--- config.mk ---
export PLATFORM = sky130hd
export DESIGN_NAME = score_overlay
export DESIGN_NICKNAME = d
export VERILOG_FILES = /design/src/rtl/score_pkg.sv /design/src/rtl/seg_digit_render.sv /design/src/rtl/score_overlay.sv
export SDC_FILE = /design/constraint.sdc
export NUM_CORES = 1
export LEC_CHECK = 0
export BUFFER_PORTS_ARGS = -buffer_cell sky130_fd_sc_hd__buf_2
export CAP_MARGIN = 0
export CORE_MARGIN = 2
export CORE_UTILIZATION = 45
export CTS_CLUSTER_SIZE = 14
export DETAILED_ROUTE_END_ITERATION = 8
export GPL_TIMING_DRIVEN = 0
export PLACE_DENSITY = 0.79
export RECOVER_POWER = 25
export SKIP_LAST_GASP = 1
export SYNTH_ARGS = -nofsm -noshare
export SYNTH_HDL_FRONTEND = slang
export SYNTH_SLANG_ARGS = --single-unit
export TNS_END_PERCENT = 100
--- constraint.sdc ---
create_clock -name clk -period 2.9 [get_ports clk]
set_input_delay 0.435 -clock clk [delete_from_list [all_inputs] [get_ports clk]]
set_output_delay 0.435 -clock clk [all_outputs]
set_load 0.03 [all_outputs]
--- src/rtl/score_pkg.sv ---
// score_pkg: digit geometry, segment codes and default digit origins for the score overlay.
package score_pkg;
  localparam int DIG_W = 24;
  localparam int DIG_H = 40;
  localparam int STROKE = 4;
  localparam int MID_Y = 18;
  localparam int HALF_H = 22;
  localparam int RIGHT_X = DIG_W - STROKE;
  localparam logic [9:0] DEF_SCORE_Y = 10'd25;
  localparam logic [9:0] DEF_P1_TENS_X = 10'd242;
  localparam logic [9:0] DEF_P1_ONES_X = 10'd276;
  localparam logic [9:0] DEF_P2_TENS_X = 10'd340;
  localparam logic [9:0] DEF_P2_ONES_X = 10'd374;
  localparam logic [6:0] SEG_0 = 7'h7E;
  localparam logic [6:0] SEG_1 = 7'h30;
  localparam logic [6:0] SEG_2 = 7'h6D;
  localparam logic [6:0] SEG_3 = 7'h79;
  localparam logic [6:0] SEG_4 = 7'h33;
  localparam logic [6:0] SEG_5 = 7'h5B;
  localparam logic [6:0] SEG_6 = 7'h5F;
  localparam logic [6:0] SEG_7 = 7'h70;
  localparam logic [6:0] SEG_8 = 7'h7F;
  localparam logic [6:0] SEG_9 = 7'h7B;

  function automatic logic [6:0] seg_code(input logic [3:0] d);
    case (d)
      4'd0: return SEG_0;
      4'd1: return SEG_1;
      4'd2: return SEG_2;
      4'd3: return SEG_3;
      4'd4: return SEG_4;
      4'd5: return SEG_5;
      4'd6: return SEG_6;
      4'd7: return SEG_7;
      4'd8: return SEG_8;
      4'd9: return SEG_9;
      default: return 7'h00;
    endcase
  endfunction

  // 11-bit so origin + offset near 1023 cannot wrap
  function automatic logic in_span(input logic [9:0] v, input logic [9:0] org, input int off, input int len);
    logic [10:0] lo;
    lo = {1'b0, org} + 11'(off);
    return ({1'b0, v} >= lo) && ({1'b0, v} < lo + 11'(len));
  endfunction
endpackage

--- src/rtl/seg_digit_render.sv ---
// seg_digit_render: combinational hit test of one seven-segment digit at a given origin.
module seg_digit_render
  import score_pkg::*;
(
  input  logic [9:0] org_x_i,
  input  logic [9:0] org_y_i,
  input  logic [3:0] digit_i,
  input  logic [9:0] x_i,
  input  logic [9:0] y_i,
  output logic       hit_o
);
  logic [6:0] on;
  always_comb begin
    on[6] = in_span(x_i, org_x_i, 0, DIG_W) && in_span(y_i, org_y_i, 0, STROKE);
    on[5] = in_span(x_i, org_x_i, RIGHT_X, STROKE) && in_span(y_i, org_y_i, 0, HALF_H);
    on[4] = in_span(x_i, org_x_i, RIGHT_X, STROKE) && in_span(y_i, org_y_i, MID_Y, DIG_H - MID_Y);
    on[3] = in_span(x_i, org_x_i, 0, DIG_W) && in_span(y_i, org_y_i, DIG_H - STROKE, STROKE);
    on[2] = in_span(x_i, org_x_i, 0, STROKE) && in_span(y_i, org_y_i, MID_Y, DIG_H - MID_Y);
    on[1] = in_span(x_i, org_x_i, 0, STROKE) && in_span(y_i, org_y_i, 0, HALF_H);
    on[0] = in_span(x_i, org_x_i, 0, DIG_W) && in_span(y_i, org_y_i, MID_Y, STROKE);
    hit_o = |(seg_code(digit_i) & on);
  end
endmodule

--- src/rtl/score_overlay.sv ---
// score_overlay: two saturating point counters and a registered four-digit seven-segment pixel mask.
module score_overlay
  import score_pkg::*;
#(
  parameter logic [9:0] SCORE_Y = DEF_SCORE_Y,
  parameter logic [9:0] P1_TENS_X = DEF_P1_TENS_X,
  parameter logic [9:0] P1_ONES_X = DEF_P1_ONES_X,
  parameter logic [9:0] P2_TENS_X = DEF_P2_TENS_X,
  parameter logic [9:0] P2_ONES_X = DEF_P2_ONES_X
) (
  input  logic       clk,
  input  logic       reset_n,
  input  logic       p1_point,
  input  logic       p2_point,
  input  logic       score_clear,
  input  logic [9:0] x,
  input  logic [9:0] y,
  output logic [4:0] score_p1,
  output logic [4:0] score_p2,
  output logic       seg_on
);
  logic       p1_q, p2_q, seg_q, seg_d;
  logic [4:0] s1_q, s2_q, s1_d, s2_d;
  logic [3:0] t1, o1, t2, o2;
  logic [3:0] hit;

  function automatic logic [3:0] tens_of(input logic [4:0] s);
    return s >= 5'd30 ? 4'd3 : s >= 5'd20 ? 4'd2 : s >= 5'd10 ? 4'd1 : 4'd0;
  endfunction

  function automatic logic [3:0] ones_of(input logic [4:0] s);
    return 4'(s >= 5'd30 ? s - 5'd30 : s >= 5'd20 ? s - 5'd20 : s >= 5'd10 ? s - 5'd10 : s);
  endfunction

  always_comb begin
    s1_d = score_clear ? 5'd0 : (p1_point && !p1_q && s1_q != 5'd31) ? s1_q + 5'd1 : s1_q;
    s2_d = score_clear ? 5'd0 : (p2_point && !p2_q && s2_q != 5'd31) ? s2_q + 5'd1 : s2_q;
    t1 = tens_of(s1_q);
    o1 = ones_of(s1_q);
    t2 = tens_of(s2_q);
    o2 = ones_of(s2_q);
    seg_d = |hit;
  end

  seg_digit_render u_p1t (.org_x_i(P1_TENS_X), .org_y_i(SCORE_Y), .digit_i(t1), .x_i(x), .y_i(y), .hit_o(hit[0]));
  seg_digit_render u_p1o (.org_x_i(P1_ONES_X), .org_y_i(SCORE_Y), .digit_i(o1), .x_i(x), .y_i(y), .hit_o(hit[1]));
  seg_digit_render u_p2t (.org_x_i(P2_TENS_X), .org_y_i(SCORE_Y), .digit_i(t2), .x_i(x), .y_i(y), .hit_o(hit[2]));
  seg_digit_render u_p2o (.org_x_i(P2_ONES_X), .org_y_i(SCORE_Y), .digit_i(o2), .x_i(x), .y_i(y), .hit_o(hit[3]));

  always_ff @(posedge clk or negedge reset_n) begin
    if (!reset_n) begin
      p1_q <= 1'b0;
      p2_q <= 1'b0;
      s1_q <= 5'd0;
      s2_q <= 5'd0;
      seg_q <= 1'b0;
    end else begin
      p1_q <= p1_point;
      p2_q <= p2_point;
      s1_q <= s1_d;
      s2_q <= s2_d;
      seg_q <= seg_d;
    end
  end

  assign score_p1 = s1_q;
  assign score_p2 = s2_q;
  assign seg_on = seg_q;
endmodule

# After elaboration in Yosys (flattened, before gate mapping)
# Memory sizes are Yosys's and may differ from the RTL's.
# Index checks and enable logic that the tools add are counted.
[word_totals] ff_bits=13 latchBits=0 ram_bits=0 romBits=448 out_inout_bits=11 wordCells=121 n_memories=4
[mem_list] name="(no name shown)" words=16 word_bits=7 rd=1 rd_ports_with_merged_regs=0 wr=0 line_no="score_pkg.sv:26" source="case (d)"
[mem_list] name="(no name shown)" words=16 word_bits=7 rd=1 rd_ports_with_merged_regs=0 wr=0 line_no="score_pkg.sv:26"
[mem_list] name="(no name shown)" words=16 word_bits=7 rd=1 rd_ports_with_merged_regs=0 wr=0 line_no="score_pkg.sv:26"
[mem_list] name="(no name shown)" words=16 word_bits=7 rd=1 rd_ports_with_merged_regs=0 wr=0 line_no="score_pkg.sv:26"
[classes] add_sub_neg=8 n_mul=0 div_mod_pow=0 n_lt_le_gt_ge=28 eq_ne=2 shifts=0 n_mux=16 bitwise=4 reduce_logical=54
[op_table] cell="$ge 10x9->1 const B" n=7
[op_table] cell="$lt 10x9->1 const B" n=7
[op_table] cell="$logic_and 1x1->1" n=49
[op_table] cell="$and 7x7->7" n=4
[op_table] cell="$reduce_or 28->1" n=1
[op_table] cell="$mux 4" n=6
[op_table] cell="$ge 10x6->1 const B" n=2
[op_table] cell="$ge 5x5->1 const B" n=4
[op_table] cell="$mux 5" n=4
[op_table] cell="$sub 4x4->4 const B" n=4
[op_table] cell="$add 5x1->5 const B" n=2
[op_table] cell="$ge 10x5->1 const B" n=1
[op_table] cell="$ge 10x8->1 const B" n=1
[op_table] cell="$ge 5x4->1 const B" n=2
[op_table] cell="$lt 10x5->1 const B" n=1
[op_table] cell="$lt 10x6->1 const B" n=1
[op_table] cell="$lt 10x7->1 const B" n=1
[op_table] cell="$lt 10x8->1 const B" n=1
[op_table] cell="$ne 5x5->1 const B" n=2
[op_table] cell="$mux 2" n=4
[op_table] cell="$sub 4x3->4 const B" n=2
[op_table] cell="$reduce_bool 2->1" n=2
[op_table] cell="$logic_not 1->1" n=2
[op_table] cell="$mux 1" n=2

# Depth between registers and ports, before layout
# Gate-level depths: netlist of run 1.
# An unclocked memory read counts as a cell.
[depth] ltp_word=7 ltp_mapped=13 mapped_depth_nobuf=13

# By module
# From an unflattened synthesis of run 1, not the netlist that was laid out.
[hier_totals] cells_unflattened=2165 hier_area_um2=16804.9
[by_module_without_submodules] mod="seg_digit_render at u_p2t" n_inst=1 cells_each=517 area_per_inst_um2=4022.6
[by_module_without_submodules] mod="seg_digit_render at u_p1t" n_inst=1 cells_each=511 area_per_inst_um2=3946.3
[by_module_without_submodules] mod="seg_digit_render at u_p2o" n_inst=1 cells_each=517 area_per_inst_um2=3891.2
[by_module_without_submodules] mod="seg_digit_render at u_p1o" n_inst=1 cells_each=507 area_per_inst_um2=3852.4
[by_module_without_submodules] mod="score_overlay" n_inst=1 cells_each=113 area_per_inst_um2=1092.3

# Least setup slack after synthesis of run 1
# Ideal clock, no wire load.
[synth_timing] path_kind="register to register" startpoint="register s1_q[0] (netlist: score_p1[0])" endpoint="register seg_q (netlist: seg_on)" t_arrival_ns=2.981 setup_slack_ns=-0.226 path_stages_with_launch=13 n_path_buf=1 period_less_slack_ns=3.126 path_cell_list="dfrtp_1 > buf_2 > inv_1 > ha_1 > a22oi_2 > o211ai_1 > a211o_1 > ha_1 > nor2_1 > a2bb2oi_1 > o32ai_1 > a2111oi_2 > o2111ai_1"
[synth_between] elab_chain_cells=7 elab_cells_between_ends=17 classes_between="add/sub (3); order compare (3); mux (6); bitwise (2); reduce/logical (1); memory (2)"
[synth_lines] item="from (decl)" line_no="score_overlay.sv:23" source="logic [4:0] s1_q, s2_q, s1_d, s2_d;"
[synth_lines] item="from (signal assigned)" line_no="score_overlay.sv:54" source="s1_q <= 5'd0;"
[synth_lines] item="from (signal assigned)" line_no="score_overlay.sv:60" source="s1_q <= s1_d;"
[synth_lines] item="$sub 4x4->4 or $ge 5x4->1 (tied branches)" line_no="score_overlay.sv:32, score_overlay.sv:28"
[synth_lines] item="$mux 4 or $mux 1 (tied branches)" line_no="score_overlay.sv:32, score_overlay.sv:28"
[synth_lines] item="$mux 4 or $mux 2 (tied branches) (2 in a row)" line_no="score_overlay.sv:32, score_overlay.sv:28"
[synth_lines] item="$mem_v2 16x7"
[synth_lines] item="$and 7x7->7" line_no="seg_digit_render.sv:21" source="hit_o = |(seg_code(digit_i) & on);"
[synth_lines] item="$reduce_or 28->1 (*)" line_no="score_overlay.sv:42" source="seg_d = |hit;"
[synth_lines] item="net seg_d" line_no="score_overlay.sv:22" source="logic p1_q, p2_q, seg_q, seg_d;"
[synth_lines] item="to (signal assigned)" line_no="score_overlay.sv:62" source="seg_q <= seg_d;"
[synth_lines] item="to (decl)" line_no="score_overlay.sv:22"
# The timed path passes the listed nets; every way through them passes the cells marked *.
# A chain may end at the register's enable or synchronous reset.

# Final worst setup path of run 1
[layout_timing] startpoint="register s1_q[2] (netlist: score_p1[2])" endpoint="register seg_q (netlist: seg_on)"
# The elaborated chain is that of the path after synthesis.

==> qor.csv, run 1 <==
stage,metric,value,unit
route,via_per_inst,5.95,
route,dr_total_vias,2227,
clock_network,holdBufCountCts,0,
critical_path,critPathCaptureType,flip-flop,
clock_network,clk_latency,240,ps
route,wl_per_cell,14.7,um
pwr,ir_worst_vdd,285,uV
grt,grt_usage,20.3,%
finish,area_delta_synth_final,22.7,%
finish,multi_input_area,1750,sq um
sta,fmax,353,MHz
finish,drive_gt1_share,27.3,%
sta,fin_crit,2830,ps
floorplanning,die_y,72.1,um
floorplanning,die_x,72.1,um
synthesis,yosysSeqAreaShare,15.6,%
synthesis,async_reset_ff_share,100,%
grt,grt_first_pass_wirelength,8770,um
worst_hold_path,hold_path.class,primary input to async pin,
sta,slew_violations,0,
sta,final.setup_skew,0.579,ps
finish,diodes,0,
status,outcome,"finished, final reports clean",
pwr,p_leak,0.00115,uW
synthesis,yosysUniqueCellTypes,66,
clock_network,h-tree-depth,1,
critical_path,crit_type,flip-flop to flip-flop,
synthesis,synth-edff-count,0,
placement,hpwl,4020,um
synthesis,yosysTopAreaCell,dfrtp_1,
placement,gp_congestion,0.940,
route,antenna_left,0,
route,drt_iter0_markers,213,
synthesis,synth_most_common_cell,nor2_1,
finish,register_area,333,sq um
floorplanning,initial_utilization,47.3,%
sta,hold_ws,201,ps
clock_network,cts_buffers,3,
clock_network,cts-root-buf,clkbuf_8,
synthesis,synth_common_cells,"nor2_1 (30), ha_1 (22), nand2_1 (18)",
route,finalWirelength,5510,um
grt,overflow,0,
sta,final_hold_viol_count,0,
synthesis,syn_nets,317,
sta,setup-tns-final,0,ps
synthesis,syn_inst,270,
sta,slew_headroom,35.8,%
sta,setup_viol,0,
placement,placed_cell_area,2340,sq um
clock_network,clkSlewWorstSetupHoldPaths,50,ps
critical_path,arrival,2920,ps
route,detailedRoute.firstPassIterationCount,4,
synthesis,ys_ff_latch,13,
critical_path,critPathRequiredTime,2990,ps
floorplanning,rows,24,
critical_path,crit_fanout,5,
synthesis,yosys_warnings,0,
synthesis,netlist_top_cells_area,"dfrtp_1 (16%), ha_1 (13%), nor2_1 (5.4%), a21oi_1 (3.6%), nand2_1 (3.2%)",
finish,fin_util,58.0,%
floorplanning,io_pins,36,
synthesis,syn_area_per_cell,7.73,sq um
synthesis,netlist_area,2090,sq um
synthesis,synth_top_area_share,15.6,%
grt,grt_pass1_vias,1971,
grt,antenna_found_initial,0,
floorplanning,core_region_area,4410,sq um
flow_run,drv_cap,0,
sta,tightest_slew,950,ps
grt,grt_max_degree,14,
clock_network,cts_buffer_depth,2,
sta,post-route-period-util,97.6,%
finish,finalNetCount,370,
route,route.detailed.drc,0,
placement,portBuffers,32,
critical_path,cp-start-kind,flip-flop,
synthesis,synth_ff_type,dfrtp_1,
pwr,p_per_area,197,nW/um^2
floorplanning,die_area,5200,sq um
finish,nFillCells,404,
finish,fin_area,2560,sq um
clock_network,clock-sinks,13,
clock_network,cts_tree,yes,
layout by cell type (no fill, tap or decap), types with 7 or more instances in the layout:
master / synthesis / layout
buf_4: 0 / 16
a21oi_1: 15 / 15
nor3b_1: 7 / 7
nand2_1: 18 / 18
nor2_1: 30 / 30
o21ai_0: 12 / 11
nor3_1: 7 / 7
buf_2: 4 / 34
dfrtp_1: 13 / 7
inv_1: 12 / 7
nor2b_1: 8 / 7
ha_1: 22 / 16
nand3_1: 12 / 12
final cells by class:
| class | count | area share, % |
|---|---|---|
| Multi-Input combinational cell | 236 | 68.3 |
| Clock buffer | 4 | 1.76 |
| Buffer | 9 | 1.76 |
| Timing Repair Buffer | 48 | 10.9 |
| Sequential cell | 13 | 13.0 |
| Inverter | 12 | 1.76 |
| Tap cell | 52 | 2.54 |
repair_timing:
action / CTS / global route
setup buffers: 7 / 9
gates resized for setup: 5 / 13
endpoints found under the setup margin: 1 / 1
pin swaps: 7 / 9
metal layers:
metal  vias up  part of all wire (%)  track usage (%)
li1       1126                     -                -
met3         4                   4.0             1.94
met1      1037                    46             28.2
met5         -                     0                0
met2        60                    49             34.6
met4         0                  0.64             3.77
kinds of logic (layout without fill, tap and decap cells):
logic type | Yosys count | count (layout) | synth area share, %
compound gates | 73 | 73 | 26.0
xor+xnor | 9 | 9 | 3.77
buf+inv | 21 | 73 | 4.01
flops | 13 | 13 | 15.6
mux | 6 | 6 | 3.12
fa+ha+maj | 22 | 22 | 13.2
simple gates | 126 | 126 | 34.3
registers in the layout, indices dropped and copies added (netlist names):
register,count
p1_q,1
p2_q,1
score_p1,5
score_p2,5
seg_on,1
per-stage QoR:
step | total power (uW) | instances | worst slack (ps)
2_1_floorplan | 285 | 270 | 1.74
3_3_place_gp | 331 | 354 | -306
6_report | 505 | 374 | 68.7
5_1_grt | 540 | 374 | -26.0
3_5_place_dp | 335 | 354 | -368
4_1_cts | 503 | 365 | 0.220
power breakdown:
part           internal [uW]  total [uW]  switching, uW  leakage (uW)
clock                   97.0         160           63.0     0.0000228
sequential               187         192           4.75      0.000166
combinational           64.2         153           88.5      0.000958
total                    348         505            156       0.00115
worst max-delay path: stages (launching register included):
cell	delay, ps
dfrtp_2	430
buf_4	140
ha_2	190
a22oi_2	230
o211ai_1	140
a211o_1	340
ha_1	270
nor2_1	110
a2bb2oi_2	170
o32ai_1	130
a2111oi_4	350
o2111ai_2	180
path summary, 6_finish.rpt:
path,startpoint,endpoint,slack (ps),cells after the start
hold / removal,reset_n,p2_q,200,1
hold reg to reg,score_p2[4],score_p2[4],650,3
min in group clk,p1_point,p1_q,310,1
setup / recovery,score_p1[2],seg_on,70,11
setup reg to reg,score_p1[2],seg_on,70,11
max in group asynchronous,reset_n,score_p2[1],2230,1
No activity file was read; power rests on OpenSTA's default activity.
==> run 2: changes to the inputs <==
ABC_AREA = 1   (was unset)
PLACE_DENSITY = 0.76   (was 0.79)
clock period = 3.1 ns   (was 2.9 ns; I/O delays follow)
==> run 2 against run 1 <==
Net effect:
- critical path depth grew 7
- total power rose by 45%
- sequential power grew 14%
- cell area shrank 2.1%
- first-iteration DRC count fell by 46%
- critical endpoint unchanged
- largest power group is now combinational logic
==> qor.csv, run 2 <==
stage,metric,value,unit,change
status,outcome,"finished, final reports clean",,
placement,hpwl,4400,um,+9.4%
synthesis,syn_inst,392,,+45%
clock_network,postCtsSetupBuffers,0,,-7
grt,grt_pass1_vias,2163,,+9.7%
sta,tightest_slew,686,ps,-264 ps
placement,place_ws,489,ps,+857 ps
critical_path,worstPathCellList,inv_1 -> ha_1 -> nand2_1 -> nand2_1 -> nand2_2 -> inv_1 -> nand2_1 -> nand3_1 -> nand2_2 -> inv_1 -> ha_1 -> nand3b_1 -> nand3_1 -> nand2_1 -> nor2_1 -> nand2_1 -> nor2_1 -> nand2_1,,
route,drt_iter0_markers,115,,-46%
route,wl_per_cell,10.7,um,-28%
pwr,ir_worst_vdd,358,uV,+26%
grt,grt_usage,20.5,%,+0.15 points
critical_path,crit_type,flip-flop to flip-flop,,
synthesis,synth_common_cells,"nand2_1 (121), nor2_1 (57), inv_1 (51)",,
pwr,p_per_area,292,nW/um^2,+48%
clock_network,cts_tree,yes,,
grt,overflow,0,,unchanged
critical_path,reg2reg_from,score_p1[1],,
sta,rsz0062_at_grt,no,,
synthesis,async_reset_ff_share,100,%,unchanged
sta,slew_headroom,54.3,%,+18 points
finish,finalNetCount,478,,+29%
critical_path,critPathRequiredTime,3230,ps,+240 ps
finish,drive_gt1_share,14.0,%,-13 points
floorplanning,initial_utilization,46.8,%,-0.47 points
clock_network,cts-root-buf,clkbuf_8,,
sta,hold_ws,230,ps,+28.6 ps
route,route.detailed.drc,0,,unchanged
synthesis,yosysTopAreaCell,nand2_1,,
floorplanning,io_pins,36,,unchanged
sta,final_hold_viol_count,0,,unchanged
finish,final_common_cell,nand2_1,,
synthesis,yosys_warnings,0,,unchanged
sta,final.setup_skew,2.60,ps,+2.02 ps
critical_path,path_buf_inv,3,,+2
route,detailedRoute.firstPassIterationCount,4,,unchanged
route,dr_total_vias,2474,,+11%
sta,layout_setup_ws,476,ps,+407 ps
worst_hold_path,hold_path.class,primary input to async pin,,
clock_network,clkSlewWorstSetupHoldPaths,60,ps,about the same
synthesis,netlist_top_cells_area,"nand2_1 (21%), dfrtp_1 (15%), ha_1 (12%), nor2_1 (9.7%), nand3_1 (9.3%)",,
synthesis,yosysSeqAreaShare,14.7,%,-0.87 points
floorplanning,die_y,74.1,um,+2.8%
critical_path,crit_family,simple AND/OR/NAND/NOR gates,,
critical_path,cp_slowest_stage_delay,480,ps,+50 ps
clock_network,clk_latency,250,ps,about the same
synthesis,syn_area_per_cell,5.64,sq um,-27%
critical_path,r2r_cells,18,,+7
sta,setup_viol,0,,unchanged
route,antenna_left,0,,unchanged
sta,setup-tns-final,0,ps,unchanged
floorplanning,core_region_area,4720,sq um,+7.0%
grt,antenna_found_initial,0,,unchanged
sta,post-route-period-util,84.7,%,-13 points
finish,area_delta_synth_final,13.5,%,
clock_network,cts_buffers,3,,unchanged
finish,mostFrequentLayoutCells,"nand2_1 (121), nor2_1 (57), inv_1 (51)",,
sta,fin_crit,2620,ps,-207 ps
critical_path,crit_top_cell,nand2_1,,
synthesis,synth-edff-count,0,,unchanged
grt,grt_first_pass_wirelength,9100,um,+3.8%
flow_run,drv_cap,0,,unchanged
finish,diodes,0,,unchanged
route,finalWirelength,5300,um,-3.7%
placement,gp_congestion,0.880,,-6.5%
floorplanning,die_area,5490,sq um,+5.6%
critical_path,critPathCaptureType,flip-flop,,
floorplanning,die_x,74.1,um,+2.8%
clock_network,holdBufCountCts,0,,unchanged
critical_path,critPathSlowestCell,dfrtp_1,,
critical_path,cp-start-kind,flip-flop,,
critical_path,arrival,2760,ps,-160 ps
sta,slew_violations,0,,unchanged
synthesis,netlist_area,2210,sq um,+5.9%
grt,grt_max_degree,14,,unchanged
synthesis,synth_ff_type,dfrtp_1,,
floorplanning,rows,25,,+4.2%
clock_network,cts_buffer_depth,2,,unchanged
clock_network,h-tree-depth,1,,unchanged
synthesis,synth_top_area_share,20.5,%,+5.0 points
clock_network,clock-sinks,13,,unchanged
synthesis,syn_nets,439,,+38%
critical_path,startpoint,score_p1[1],,
sta,fmax,381,MHz,+7.9%
route,via_per_inst,4.98,,-16%
pwr,power,732,uW,+45%
critical_path,crit_cells,18,,+7
clock_network,ctsResizeCount,0,,-5
synthesis,synth_most_common_cell,nand2_1,,
placement,portBuffers,34,,+6.3%
pwr,p_leak,0.00146,uW,+27%
synthesis,yosysUniqueCellTypes,30,,-55%
critical_path,crit_fanout,8,,+3
synthesis,ys_ff_latch,13,,unchanged
## run 2: cell type report
class / instances / area (sq um)
plain buffers: 1 / 7.51
clock buffers: 4 / 45.0
fillers: 502 / 2210
inverters: 55 / 206
multi-input cells: 323 / 1670
flip-flops and latches: 13 / 325
well taps: 67 / 83.8
repair buffers: 34 / 169
## run 2: kinds of logic after synthesis
logic type	after synthesis	share of synthesized area [%]
buf+inv	56	9.67
compound gates	39	10.1
fa+ha+maj	22	12.4
flops	13	14.7
simple gates	262	53.1
## run 2: path summary, 6_finish.rpt
kind | to | slack (ps)
worst max-delay path | seg_on | 480
worst min-delay path | score_p2[4] | 230
worst max register to register | seg_on | 480
worst min register to register | score_p1[2] | 590
max in group asynchronous | score_p1[3] | 2430
min in group clk | p2_q | 340
## run 2: power by group
part | switching (uW) | total [uW] | leakage (uW) | internal [uW]
Sequential | 32.7 | 219 | 0.000173 | 186
Clock | 65.2 | 156 | 0.0000228 | 91.0
Combinational | 240 | 357 | 0.00127 | 117
## run 2: routing by layer
layer  GRT usage, %  routed length, um  vias to the layer above  share of wire, %
met2           34.5               2440                       45                46
li1               -                  -                     1345                 -
met1           28.1               2590                     1080                49
met3           3.66                250                        4               4.7
met5              0                  0                        -                 0
met4           2.83                 23                        0              0.43
## run 2: through the flow
stage | cell area [sq um] | instances | utilization, %
2_1_floorplan | 2210 | 392 | -
3_3_place_gp | 2470 | 493 | 52.2
4_1_cts | 2510 | 497 | 53.2
6_report | 2510 | 497 | 53.1
5_1_grt | 2510 | 497 | 53.1
3_5_place_dp | 2470 | 493 | 52.2
